===== config.mk =====
export PLATFORM = sky130hd
export DESIGN_NAME = button_conditioner
export DESIGN_NICKNAME = d
export VERILOG_FILES = /design/src/rtl/button_conditioner_pkg.sv /design/src/rtl/bit_synchronizer.sv /design/src/rtl/button_conditioner.sv
export SDC_FILE = /design/constraint.sdc
export NUM_CORES = 1
export LEC_CHECK = 0
export BUFFER_PORTS_ARGS = -buffer_cell sky130_fd_sc_hd__buf_2
export CAP_MARGIN = 20
export CORE_MARGIN = 5
export CORE_UTILIZATION = 45
export DETAILED_ROUTE_END_ITERATION = 10
export MAX_ROUTING_LAYER = met4
export PLACE_DENSITY = 0.74
export SKIP_CTS_REPAIR_TIMING = 1
export SLEW_MARGIN = 25
export SYNTH_ARGS = -nofsm -noshare
export SYNTH_HDL_FRONTEND = slang
export SYNTH_HIERARCHICAL = 1
export SYNTH_SLANG_ARGS = --single-unit

===== constraint.sdc =====
create_clock -name clk -period 2.5 [get_ports clk]
set_input_delay 0.5 -clock clk [delete_from_list [all_inputs] [get_ports clk]]
set_output_delay 0.5 -clock clk [all_outputs]
set_load 0.01 [all_outputs]

===== src/rtl/button_conditioner_pkg.sv =====
// Shared types and default constants for the push-button conditioner.
// Used by button_conditioner and any logic that inspects its debounce state.
package button_pkg;

    typedef enum logic [1:0] {
        IDLE         = 2'd0,
        PRESS_WAIT   = 2'd1,
        HELD         = 2'd2,
        RELEASE_WAIT = 2'd3
    } btn_state_t;

    localparam int BTN_DEBOUNCE_DEFAULT      = 50000;    // 1 ms at 50 MHz
    localparam int BTN_SYNC_STAGES_DEFAULT   = 2;
    localparam int BTN_REPEAT_DELAY_DEFAULT  = 25000000;
    localparam int BTN_REPEAT_PERIOD_DEFAULT = 10000000;

    function automatic int btnMax(input int a, input int b);
        return (a > b) ? a : b;
    endfunction

endpackage


===== src/rtl/bit_synchronizer.sv =====
// Multi-flop synchronizer for a single asynchronous input bit.
// Reusable for any slow asynchronous level signal entering the clk domain.
module bit_synchronizer #(
    parameter int STAGES = 2
) (
    input  logic clk,
    input  logic reset,
    input  logic d,
    output logic q
);

    logic [STAGES-1:0] syncReg;

    always_ff @(posedge clk or posedge reset) begin
        if (reset) begin
            syncReg <= '0;
        end else begin
            syncReg <= {syncReg[STAGES-2:0], d};
        end
    end

    assign q = syncReg[STAGES-1];

endmodule


===== src/rtl/button_conditioner.sv =====
// Synchronizes and debounces a raw push-button; emits a debounced level plus press/release strobes.
// Define BTN_AUTOREPEAT_EN to add auto-repeat press pulses while the button stays held.
module button_conditioner
    import button_pkg::*;
#(
    parameter int DEBOUNCE_CYCLES = BTN_DEBOUNCE_DEFAULT,
    parameter int SYNC_STAGES     = BTN_SYNC_STAGES_DEFAULT,
    parameter int REPEAT_DELAY    = BTN_REPEAT_DELAY_DEFAULT,
    parameter int REPEAT_PERIOD   = BTN_REPEAT_PERIOD_DEFAULT
) (
    input  logic clk,
    input  logic reset,
    input  logic btn_in,
    output logic btn_level,
    output logic press_pulse,
    output logic release_pulse
);

    localparam int CNT_W = $clog2(DEBOUNCE_CYCLES + 1);
    localparam logic [CNT_W-1:0] CNT_LAST = CNT_W'(DEBOUNCE_CYCLES - 1);
    localparam logic [CNT_W-1:0] CNT_MAX  = CNT_W'(DEBOUNCE_CYCLES);

    logic             s;
    btn_state_t       stateReg, stateNext;
    logic [CNT_W-1:0] cntReg, cntNext;
    logic             countDone;
    logic             pressEvt, releaseEvt, repeatEvt;

    bit_synchronizer #(
        .STAGES (SYNC_STAGES)
    ) uSync (
        .clk   (clk),
        .reset (reset),
        .d     (btn_in),
        .q     (s)
    );

    assign countDone = (cntReg == CNT_LAST);

    // The cycle that enters a wait state clears the counter; each further cycle of
    // the new level counts, so acceptance lands SYNC_STAGES + DEBOUNCE_CYCLES edges
    // after the input edge is first sampled.
    always_comb begin
        stateNext  = stateReg;
        cntNext    = cntReg;
        pressEvt   = 1'b0;
        releaseEvt = 1'b0;
        unique case (stateReg)
            IDLE: begin
                if (s) begin
                    stateNext = PRESS_WAIT;
                    cntNext   = '0;
                end
            end
            PRESS_WAIT: begin
                if (!s) begin
                    stateNext = IDLE;
                    cntNext   = '0;
                end else if (countDone) begin
                    stateNext = HELD;
                    cntNext   = '0;
                    pressEvt  = 1'b1;
                end else if (cntReg != CNT_MAX) begin
                    cntNext = cntReg + 1'b1;
                end
            end
            HELD: begin
                if (!s) begin
                    stateNext = RELEASE_WAIT;
                    cntNext   = '0;
                end
            end
            RELEASE_WAIT: begin
                if (s) begin
                    stateNext = HELD;
                    cntNext   = '0;
                end else if (countDone) begin
                    stateNext  = IDLE;
                    cntNext    = '0;
                    releaseEvt = 1'b1;
                end else if (cntReg != CNT_MAX) begin
                    cntNext = cntReg + 1'b1;
                end
            end
            default: begin
                stateNext = IDLE;
                cntNext   = '0;
            end
        endcase
    end

`ifdef BTN_AUTOREPEAT_EN
    localparam int RPT_W = $clog2(btnMax(REPEAT_DELAY, REPEAT_PERIOD) + 1);
    localparam logic [RPT_W-1:0] DELAY_LAST  = RPT_W'(REPEAT_DELAY - 1);
    localparam logic [RPT_W-1:0] PERIOD_LAST = RPT_W'(REPEAT_PERIOD - 1);

    logic [RPT_W-1:0] rptCntReg;
    logic             rptPhaseReg;   // 0: waiting out the initial delay, 1: periodic repeats
    logic             stayHeld;

    assign stayHeld  = (stateReg == HELD) && s;
    assign repeatEvt = stayHeld && (rptCntReg == (rptPhaseReg ? PERIOD_LAST : DELAY_LAST));

    always_ff @(posedge clk or posedge reset) begin
        if (reset) begin
            rptCntReg   <= '0;
            rptPhaseReg <= 1'b0;
        end else if (!stayHeld) begin
            rptCntReg   <= '0;
            rptPhaseReg <= 1'b0;
        end else if (repeatEvt) begin
            rptCntReg   <= '0;
            rptPhaseReg <= 1'b1;
        end else begin
            rptCntReg <= rptCntReg + 1'b1;
        end
    end
`else
    assign repeatEvt = 1'b0;

    // Repeat parameters stay on the interface so both builds share one instantiation.
    if (REPEAT_DELAY < 1 || REPEAT_PERIOD < 1) begin : gRepeatUnused
    end
`endif

    always_ff @(posedge clk or posedge reset) begin
        if (reset) begin
            stateReg      <= IDLE;
            cntReg        <= '0;
            btn_level     <= 1'b0;
            press_pulse   <= 1'b0;
            release_pulse <= 1'b0;
        end else begin
            stateReg      <= stateNext;
            cntReg        <= cntNext;
            press_pulse   <= pressEvt | repeatEvt;
            release_pulse <= releaseEvt;
            if (pressEvt) begin
                btn_level <= 1'b1;
            end else if (releaseEvt) begin
                btn_level <= 1'b0;
            end
        end
    end

endmodule


==> results.py, run 1 <==
metrics = {
    "run_status": {
        "status": "completed",
    },
    "synth": {
        "synth_top_area_cell": "dfrtp_1",
        "synthFlopType": "dfrtp_1",
        "synth_area_mm2": 0.00124,
        "async_reset_ff_share_pct": 100,
        "syn_avg_cell_area_um2": 9.37,
        "ys_ff_latch": 23,
        "synth_top_area_share_pct": 46.5,
        "synthTopCellsByArea": "dfrtp_1 (47%), o21ai_0 (5.7%), nand2_1 (5.2%)",
        "synth_edf_count": 0,
        "synthCells": 132,
        "synth_fp_nets": 137,
        "yosys_warnings": 6,
        "ys_types": 38,
        "synth-seq-area-share_pct": 46.5,
    },
    "global_route": {
        "grt_max_degree": 22,
        "grtUsageTotal_pct": 14.2,
        "grt_pass1_vias": 975,
        "grt_overflow": 0,
        "grt_antenna_before_repair": 0,
        "grt_pass1_wl_um": 4440,
    },
    "critical_path": {
        "critPathLaunchType": "flip-flop",
        "worst-endpoint-arrival_ps": 2500,
        "cp_cell_sequence": "ha_1 -> and3_1 -> and2_0 -> a21oi_2 -> o21ai_0 -> a31oi_1",
        "cp_slowest_cell": "a21oi_2",
        "r2r_slack_ps": 250,
        "slowest_delay_ps": 540,
        "cp.required_ps": 2750,
        "crit_path_max_fanout": 14,
        "path_class": "flip-flop to flip-flop",
        "cp-end-kind": "flip-flop",
    },
    "sta": {
        "setup-tns-final_ps": 0,
        "finClkSkew_ps": 11.2,
        "finalWorstSetupSlack_ps": 253,
        "drv_slew": 0,
        "tightest_slew_ps": 805,
        "hold_viol": 0,
        "fmax_mhz": 445,
        "whs_ps": 287,
        "period_share_pct": 89.9,
        "max_slew_margin_pct": 46.3,
        "rsz0062_at_grt": "false",
        "finalSetupViolations": 0,
        "finalCriticalPeriod_ps": 2250,
    },
    "clocking": {
        "cts_max_level": 1,
        "cts_root_buf": "clkbuf_4",
        "clockBufferDepth": 2,
        "cts_sinks": 23,
        "cts_buffers": 3,
        "clock_latency_ps": 320,
        "path_clk_slew_ps": 130,
        "cts_tree": "done",
    },
    "die": {
        "io_pins": 6,
        "placement_rows": 19,
        "die_w_um": 62.4,
        "initial_utilization_pct": 46.1,
        "die_h_um": 62.4,
        "design.die.area_mm2": 0.00390,
        "fp.coreArea_mm2": 0.00269,
    },
    "placed_design": {
        "dp_hpwl_um": 1880,
        "place_ws_ps": 320,
        "dp.cells": 164,
        "port_buffers": 5,
        "gp_congestion": 0.869,
    },
    "finish": {
        "diodes": 0,
        "area_growth_pct": 6.88,
        "multi_input_area_um2": 619,
        "layout-drive-gt1-share_pct": 12.3,
        "regArea_um2": 576,
        "fin_cells": 169,
        "fillers": 254,
        "nNetsFinal": 144,
        "utilization_pct": 49.2,
    },
    "min_path": {
        "holdCritPathClass": "input pin to flip-flop",
    },
    "routing": {
        "drc_errors": 0,
        "routed_wl_um": 2600,
        "wl_per_cell_um": 15.4,
        "vias": 1022,
        "viasPerCell": 6.05,
        "final_antenna_net_count": 0,
        "first_iter_violations": 41,
        "first_pass_iters": 4,
    },
    "pwr": {
        "power_leakage_nw": 0.546,
        "powerDensity_mw_per_mm2": 722,
        "peakVddDrop_uv": 635,
    },
    "run": {
        "max_cap_viol_count": 0,
    },
}
-- area by class of cell --
cell class	count	area share, %
repair buffers	6	2.65
clock inverters	1	0.378
well taps	31	2.93
clock buffers	3	1.70
flip-flops and latches	23	43.5
multi-input cells	98	46.8
inverters	7	1.99
-- worst max-delay path: cells and delay by family, from the launching register on --
family,cells,cell delay [ps]
simple gates,2,540
flops,1,450
compound gates,3,940
fa+ha+maj,1,260
-- sequential cells by signal, summed over array words and instances, names as in the netlist, named ones only --
| name | flops |
|---|---|
| btn_level | 1 |
| cntReg | 16 |
| press_pulse | 1 |
| release_pulse | 1 |
| stateReg | 1 |
| uSync/syncReg | 2 |
-- layout by cell type (no fill, tap or decap), types with 2 or more instances in the layout --
master,instances
nor3b_1,2
a21oi_1,6
nand2_1,17
nor2_1,3
nand3_1,8
nand4_1,5
buf_2,5
clkbuf_4,3
o21ai_0,14
and4_1,2
a31oi_1,6
nor3_1,3
dfrtp_1,23
mux2i_1,2
or3_1,2
ha_1,2
inv_1,7
o31ai_1,2
and2_1,3
xor2_1,2
or2_2,2
-- synth_stat cells (3+ instances only) --
library cell,number
dfrtp_1,23
nand2_1,17
o21ai_0,14
nand3_1,8
inv_1,7
a21oi_1,6
a31oi_1,6
nand4_1,5
and2_1,3
clkbuf_1,3
nor2_1,3
nor3_1,3
-- path summary, 6_finish.rpt --
path,startpoint,cells after the start,to
max,cntReg[0]$_DFFE_PP0P_,6,cntReg[8]$_DFFE_PP0P_
min,btn_in,1,uSync/syncReg[0]$_DFF_PP0_
max reg2reg,cntReg[0]$_DFFE_PP0P_,6,cntReg[8]$_DFFE_PP0P_
min reg2reg,uSync/syncReg[0]$_DFF_PP0_,0,uSync/syncReg[1]$_DFF_PP0_
max in group asynchronous,reset,3,cntReg[7]$_DFFE_PP0P_
min in group asynchronous,reset,3,uSync/syncReg[0]$_DFF_PP0_
-- through the flow --
stage / cell area, µm² / power (mW)
after floorplan: 1240 / 0.712
after global placement: 1280 / 0.770
after detailed placement: 1280 / 0.781
after CTS: 1310 / 0.955
after global routing: 1320 / 1.03
final: 1320 / 0.954
-- metal layers --
layer	routed length (µm)	track usage (%)	part of all wire (%)
met2	1250	22.3	48
met4	0	2.92	0
met1	1230	19.0	47
met5	0	-	0
met3	117	3.24	4.5
-- cell families (layout without fill, tap and decap cells) --
logic type	Yosys count	after routing	synth area share, %
simple gates	53	53	23.8
compound gates	38	38	20.0
flops	23	23	46.5
buf+inv	11	17	3.44
mux	3	3	2.83
fa+ha+maj	2	2	2.02
xor+xnor	2	2	1.42
-- where the power goes --
group          internal (mW)  switching (mW)  total, mW
registers              0.407          0.0511      0.458
logic                  0.117           0.205      0.322
clock network         0.0599           0.114      0.174
Note: power is estimated with default switching activity, not from simulation.
==> run 2: changes to the inputs <==
Settings changed: REMOVE_ABC_BUFFERS set to 1.
==> run 2 against run 1 <==
Setup slack improved by 11 ps. Clock-buffer cell count stayed put. Via count decreased by 2.3%. Clock skew down 9.0 ps. Combinational power is 2% higher. Worst hold slack got worse by 2.5 ps. Utilization unchanged. First-iteration DRC count shrank 24%. Die area unchanged. Global-route usage grew 0.95 points. Critical path depth unchanged.
==> results.py, run 2 (synthesis results as in run 1) <==
metrics = {
    "run_status": {
        "status": "completed",
    },
    "critical_path": {
        "cp_slowest_cell": "a21oi_2",
        "r2r_slack_ps": 260,
        "path_class": "flip-flop to flip-flop",
        "crit_family": "compound AO/OA/AOI/OAI gates",
        "worst-endpoint-arrival_ps": 2480,
        "slowest_delay_ps": 550,
        "cp-end-kind": "flip-flop",
        "cp.required_ps": 2740,
        "crit_path_max_fanout": 14,
        "r2r_end": "cntReg[8]$_DFFE_PP0P_",
        "reg2reg_depth": 6,
        "r2r-start": "cntReg[0]$_DFFE_PP0P_",
        "critPathLaunchType": "flip-flop",
        "cp_cell_sequence": "ha_1 -> and3_1 -> and2_0 -> a21oi_2 -> o21ai_0 -> a31oi_1",
        "crit_buf_inv": 0,
    },
    "pwr": {
        "power_leakage_nw": 0.546,
        "clock_power_share_pct": 17.7,
        "switching_share_pct": 39.0,
        "pwr-share-comb_pct": 34.4,
        "switchingPower_mw": 0.374,
        "peakVddDrop_uv": 519,
        "powerDensity_mw_per_mm2": 725,
        "p_int_mw": 0.585,
        "seq_power_share_pct": 47.9,
        "fin_total_pwr_mw": 0.959,
    },
    "sta": {
        "hold_viol": 0,
        "finClkSkew_ps": 2.18,
        "finalSetupViolations": 0,
        "whs_ps": 285,
        "rsz0062_at_grt": "false",
        "drv_slew": 0,
        "max_slew_margin_pct": 47.5,
        "fmax_mhz": 447,
        "setup-tns-final_ps": 0,
        "finalCriticalPeriod_ps": 2240,
        "tightest_slew_ps": 787,
        "period_share_pct": 89.4,
    },
    "finish": {
        "reg.largest.list": "cntReg (16), uSync/syncReg (2)",
        "nNetsFinal": 144,
        "regArea_um2": 576,
        "top_register": "cntReg",
        "fin_cells": 169,
        "area_growth_pct": 6.88,
        "most-common-layout-cells": "dfrtp_1 (23), nand2_1 (17), o21ai_0 (14)",
        "final_common_cell": "dfrtp_1",
        "diodes": 0,
        "fillers": 269,
        "multi_input_area_um2": 619,
        "largest_register_ffs": 16,
        "layout-drive-gt1-share_pct": 12.3,
    },
    "die": {
        "die_w_um": 62.4,
        "design.die.area_mm2": 0.00390,
        "io_pins": 6,
        "die_h_um": 62.4,
        "placement_rows": 19,
        "initial_utilization_pct": 46.1,
        "fp.coreArea_mm2": 0.00269,
    },
    "min_path": {
        "whs_endpoint": "uSync/syncReg[0]$_DFF_PP0_",
        "hold_path_depth": 1,
        "hold_start": "btn_in",
        "holdCritPathClass": "input pin to flip-flop",
    },
    "clocking": {
        "cts_root_buf": "clkbuf_4",
        "cts_tree": "done",
        "cts_buffers": 3,
        "path_clk_slew_ps": 120,
        "clockBufferDepth": 2,
        "cts_sinks": 23,
        "clock_latency_ps": 310,
        "cts_max_level": 1,
    },
    "global_route": {
        "grt_antenna_before_repair": 0,
        "grtUsageTotal_pct": 15.2,
        "grt_pass1_vias": 1014,
        "grt_max_degree": 22,
        "grt_pass1_wl_um": 4640,
        "grt_overflow": 0,
    },
    "routing": {
        "vias": 999,
        "first_iter_violations": 31,
        "final_antenna_net_count": 0,
        "first_pass_iters": 4,
        "viasPerCell": 5.91,
        "wl_per_cell_um": 15.4,
        "drc_errors": 0,
        "routed_wl_um": 2610,
    },
    "placed_design": {
        "dp_hpwl_um": 1960,
        "gp_congestion": 0.867,
        "dp.cells": 164,
        "port_buffers": 5,
    },
    "run": {
        "max_cap_viol_count": 0,
    },
}
==> run 2: cell counts in the layout (fill, tap and decap cells not counted) <==
Identical to the previous run, type by type.
==> run 2: area by class of cell <==
cell class	instances	share of cell area (%)
inverters	7	1.99
repair buffers	6	2.65
clock buffers	3	1.70
multi-input cells	98	46.8
flip-flops and latches	23	43.5
clock inverters	1	0.378
well taps	31	2.93
==> run 2: power groups by stage <==
stage               combinational (mW)  sequential [mW]  clock (mW)
floorplan                        0.248            0.452           0
global placement                 0.310            0.458           0
detailed placement               0.329            0.464           0
CTS                              0.329            0.458       0.180
global route                     0.371            0.467       0.196
finish                           0.330            0.460       0.170
==> run 2: worst register-to-register path, delay by kind of cell, from the launching register on <==
| family | cells | cell delay, ps |
|---|---|---|
| AO/OA/AOI/OAI | 3 | 920 |
| AND/OR/NAND/NOR | 2 | 540 |
| flip-flops | 1 | 460 |
| adder cells (fa/ha/maj) | 1 | 260 |
==> run 2: stage by stage <==
stage / setup WS (ps) / cell area [µm²] / util, %
3_5_place_dp: 285 / 1280 / 47.8
4_1_cts: 254 / 1310 / 48.9
6_report: 264 / 1320 / 49.2
2_1_floorplan: 507 / 1220 / -
5_1_grt: 41.9 / 1320 / 49.2
3_3_place_gp: 400 / 1280 / 47.8
==> run 2: per-layer routing <==
| layer | GRT usage (%) | share of wire (%) |
|---|---|---|
| met1 | 18.6 | 46 |
| met2 | 25.0 | 49 |
| met3 | 1.62 | 2.1 |
| met4 | 7.16 | 2.0 |
| met5 | - | 0 |
==> run 2: worst max-delay path by stage <==
stage,from,endpoint,slack [ps],cells past startpoint
2_1_floorplan,cntReg[0]$_DFFE_PP0P_,cntReg[14]$_DFFE_PP0P_,510,6
3_3_place_gp,cntReg[5]$_DFFE_PP0P_,flip-flop,400,5
3_5_place_dp,cntReg[0]$_DFFE_PP0P_,cntReg[8]$_DFFE_PP0P_,280,6
4_1_cts,cntReg[0]$_DFFE_PP0P_,cntReg[8]$_DFFE_PP0P_,250,6
5_1_grt,cntReg[0]$_DFFE_PP0P_,cntReg[8]$_DFFE_PP0P_,40,6
6_report,cntReg[0]$_DFFE_PP0P_,cntReg[8]$_DFFE_PP0P_,260,6
==> run 3: changes to the inputs <==
--- a/config.mk
+++ b/config.mk
@@ -18,4 +18,3 @@
 export SYNTH_ARGS = -nofsm -noshare
 export SYNTH_HDL_FRONTEND = slang
-export SYNTH_HIERARCHICAL = 1
 export SYNTH_SLANG_ARGS = --single-unit
==> constraint.sdc (replaced) <==
create_clock -name clk -period 2.5 [get_ports clk]
set_input_delay 0.125 -clock clk [delete_from_list [all_inputs] [get_ports clk]]
set_output_delay 0.125 -clock clk [all_outputs]
set_load 0.01 [all_outputs]
==> run 3 against run 2 <==
The flow now finishes with violations (negative hold slack). Clock power grew 3%. First-iteration DRC count grew 71%. Non-clock buffer count is the same. Clock-buffer cell count is the same. Die area shrank 1.6%. Largest power group unchanged.
==> results.py, run 3 <==
metrics = {
    "pwr": {
        "seq_power_share_pct": 64.2,
        "clock_power_share_pct": 29.4,
        "power_leakage_nw": 0.538,
        "peakVddDrop_uv": 458,
        "switching_share_pct": 24.9,
        "p_int_mw": 0.448,
        "pwr-share-comb_pct": 6.4,
        "switchingPower_mw": 0.148,
        "powerDensity_mw_per_mm2": 464,
    },
    "finish": {
        "top_register": "cntReg",
        "reg.largest.list": "cntReg (16), uSync.syncReg (2)",
        "area_growth_pct": 5.98,
        "most-common-layout-cells": "dfrtp_1 (23), nand2_1 (17), nand3_1 (17)",
        "diodes": 0,
        "fillers": 238,
        "nNetsFinal": 145,
        "final_common_cell": "dfrtp_1",
        "layout-drive-gt1-share_pct": 10.1,
        "regArea_um2": 576,
        "fin_cells": 169,
        "largest_register_ffs": 16,
        "multi_input_area_um2": 584,
    },
    "critical_path": {
        "r2r_slack_ps": 380,
        "path_class": "flip-flop to flip-flop",
        "critPathLaunchType": "flip-flop",
        "cp-end-kind": "flip-flop",
        "r2r_end": "cntReg[15]$_DFFE_PP0P_",
        "slowest_delay_ps": 610,
        "crit_path_max_fanout": 22,
        "r2r-start": "cntReg[11]$_DFFE_PP0P_",
        "crit_buf_inv": 0,
        "cp_num_cells": 5,
        "cp_slowest_cell": "or4b_4",
        "cp_cell_sequence": "or4b_4 -> nor4_4 -> nor2_2 -> a41oi_1 -> a31oi_1",
        "cp.required_ps": 2700,
        "reg2reg_depth": 5,
        "worst-endpoint-arrival_ps": 2320,
        "crit_family": "simple AND/OR/NAND/NOR gates",
    },
    "routing": {
        "drc_errors": 0,
        "vias": 1026,
        "viasPerCell": 6.07,
        "routed_wl_um": 2450,
        "wl_per_cell_um": 14.5,
        "first_iter_violations": 53,
        "first_pass_iters": 4,
        "final_antenna_net_count": 0,
    },
    "clocking": {
        "cts_max_level": 1,
        "cts_root_buf": "clkbuf_4",
        "cts_sinks": 23,
        "path_clk_slew_ps": 130,
        "cts_buffers": 3,
        "clock_latency_ps": 320,
        "cts_tree": "done",
        "clockBufferDepth": 2,
    },
    "run_status": {
        "failed_checks": "negative hold slack",
        "status": "complete, but fails checks",
    },
    "sta": {
        "finalWorstSetupSlack_ps": 379,
        "period_share_pct": 84.8,
        "whs_ps": -56.6,
        "fmax_mhz": 471,
        "rsz0062_at_grt": "false",
        "setup-tns-final_ps": 0,
        "max_slew_margin_pct": 45.1,
        "finalSetupViolations": 0,
        "finalCriticalPeriod_ps": 2120,
        "drv_slew": 0,
        "finClkSkew_ps": 5.51,
        "tightest_slew_ps": 823,
        "hold_viol": 23,
    },
    "synth": {
        "synth-seq-area-share_pct": 47.4,
        "synth_area_mm2": 0.00121,
        "synthMuxAreaShare_pct": 0.825,
        "synthTopCellsByArea": "dfrtp_1 (47%), nand3_1 (7.0%), nand2_1 (5.3%)",
        "synthCells": 134,
        "synth_top_area_cell": "dfrtp_1",
        "syn_avg_cell_area_um2": 9.06,
        "yosysMostFrequentCell": "dfrtp_1",
        "ys_ff_latch": 23,
        "synth_commonest_cells": "dfrtp_1 (23), nand2_1 (17), nand3_1 (17)",
        "synth_top_family_by_area": "simple AND/OR/NAND/NOR gates",
        "ys_types": 33,
        "synth_compound_area_share_pct": 14.6,
        "synthAdderAreaFrac_pct": 2.06,
        "async_reset_ff_share_pct": 100,
        "synth_edf_count": 0,
        "yosys_warnings": 0,
        "synth-simple-area-share_pct": 28.5,
        "synth_top_area_share_pct": 47.4,
        "synthFlopType": "dfrtp_1",
        "synth_xor_area_share_pct": 2.16,
    },
    "die": {
        "die_w_um": 61.9,
        "die_h_um": 61.9,
        "design.die.area_mm2": 0.00384,
        "initial_utilization_pct": 48.1,
        "placement_rows": 18,
        "io_pins": 6,
        "fp.coreArea_mm2": 0.00252,
    },
    "global_route": {
        "grt_use_met3_pct": 4.34,
        "grt_busiest_layer": "met2",
        "grt_antenna_before_repair": 0,
        "use_met2_pct": 24.5,
        "grt_max_degree": 24,
        "grtUsageTotal_pct": 15.6,
        "grt_overflow": 0,
        "met1_usage_pct": 20.1,
        "grt_pass1_vias": 912,
        "grt_pass1_wl_um": 4210,
    },
    "placed_design": {
        "place_ws_ps": 406,
        "dp.cells": 164,
        "gp_congestion": 0.848,
        "port_buffers": 5,
        "dp_hpwl_um": 1740,
    },
    "min_path": {
        "holdCritPathClass": "input pin to async pin",
    },
    "run": {
        "max_cap_viol_count": 0,
    },
}
-- run 3: cell types whose count changed in the layout (fill, tap and decap cells not counted), sizes merged, moves of 3 or more --
cell   before  now
nor3        4    0
nand3       8   17
nor4        0    4
o21ai      14   10
and2        4    1
a31oi       6    9
nand4       5    2
nor2        3    7
-- run 3: power by group through the flow --
| stage | registers, mW | clock network, mW | logic [mW] |
|---|---|---|---|
| final | 0.383 | 0.175 | 0.0384 |
| after detailed placement | 0.390 | 0 | 0.0378 |
| after global routing | 0.385 | 0.196 | 0.0456 |
| after floorplan | 0.389 | 0 | 0.0274 |
| after CTS | 0.383 | 0.180 | 0.0380 |
| after global placement | 0.390 | 0 | 0.0360 |
-- run 3: worst reg2reg max path, stage by stage (launching register included) --
cell     delay [ps]
dfrtp_1         480
or4b_4          610
nor4_4          360
nor2_2          230
a41oi_1         260
a31oi_1          70
-- run 3: metal layers --
metal / routed length (µm) / share of wire [%] / vias up
met4: 13 / 0.53 / 0
met2: 1190 / 49 / 33
met5: 0 / 0 / -
met1: 1080 / 44 / 495
met3: 158 / 6.5 / 2
li1: - / - / 496
-- run 3: worst max path at each step --
stage | slack, ps | to | start
after floorplan | 570 | cntReg[15]$_DFFE_PP0P_ | cntReg[11]$_DFFE_PP0P_
after global placement | 490 | cntReg[15]$_DFFE_PP0P_ | cntReg[11]$_DFFE_PP0P_
after detailed placement | 410 | cntReg[1]$_DFFE_PP0P_ | cntReg[11]$_DFFE_PP0P_
after CTS | 380 | cntReg[15]$_DFFE_PP0P_ | cntReg[11]$_DFFE_PP0P_
after global routing | 270 | cntReg[5]$_DFFE_PP0P_ | cntReg[0]$_DFFE_PP0P_
final | 380 | cntReg[15]$_DFFE_PP0P_ | cntReg[11]$_DFFE_PP0P_
-- run 3: layout make-up --
class	instances	area share (%)
Timing Repair Buffer	6	2.72
Sequential cell	23	44.7
Multi-Input combinational cell	99	45.4
Clock buffer	3	1.75
Clock inverter	1	0.389
Tap cell	30	2.92
Inverter	7	2.04
-- run 3: logic make-up after synthesis --
family | count (synthesis)
XOR/XNOR | 3
adder cells (fa/ha/maj) | 2
AO/OA/AOI/OAI | 31
multiplexers | 1
buffers and inverters | 12
flip-flops | 23
AND/OR/NAND/NOR | 62
-- run 3: stage by stage --
step           util (%)  cell area, µm²  total power, mW  hold slack, ps
3_5_place_dp       49.5            1250            0.428             235
2_1_floorplan         -            1190            0.416             127
6_report           51.0            1290            0.597           -56.6
4_1_cts            50.6            1280            0.601            -105
3_3_place_gp       49.5            1250            0.426             233
5_1_grt            51.0            1290            0.626            22.9
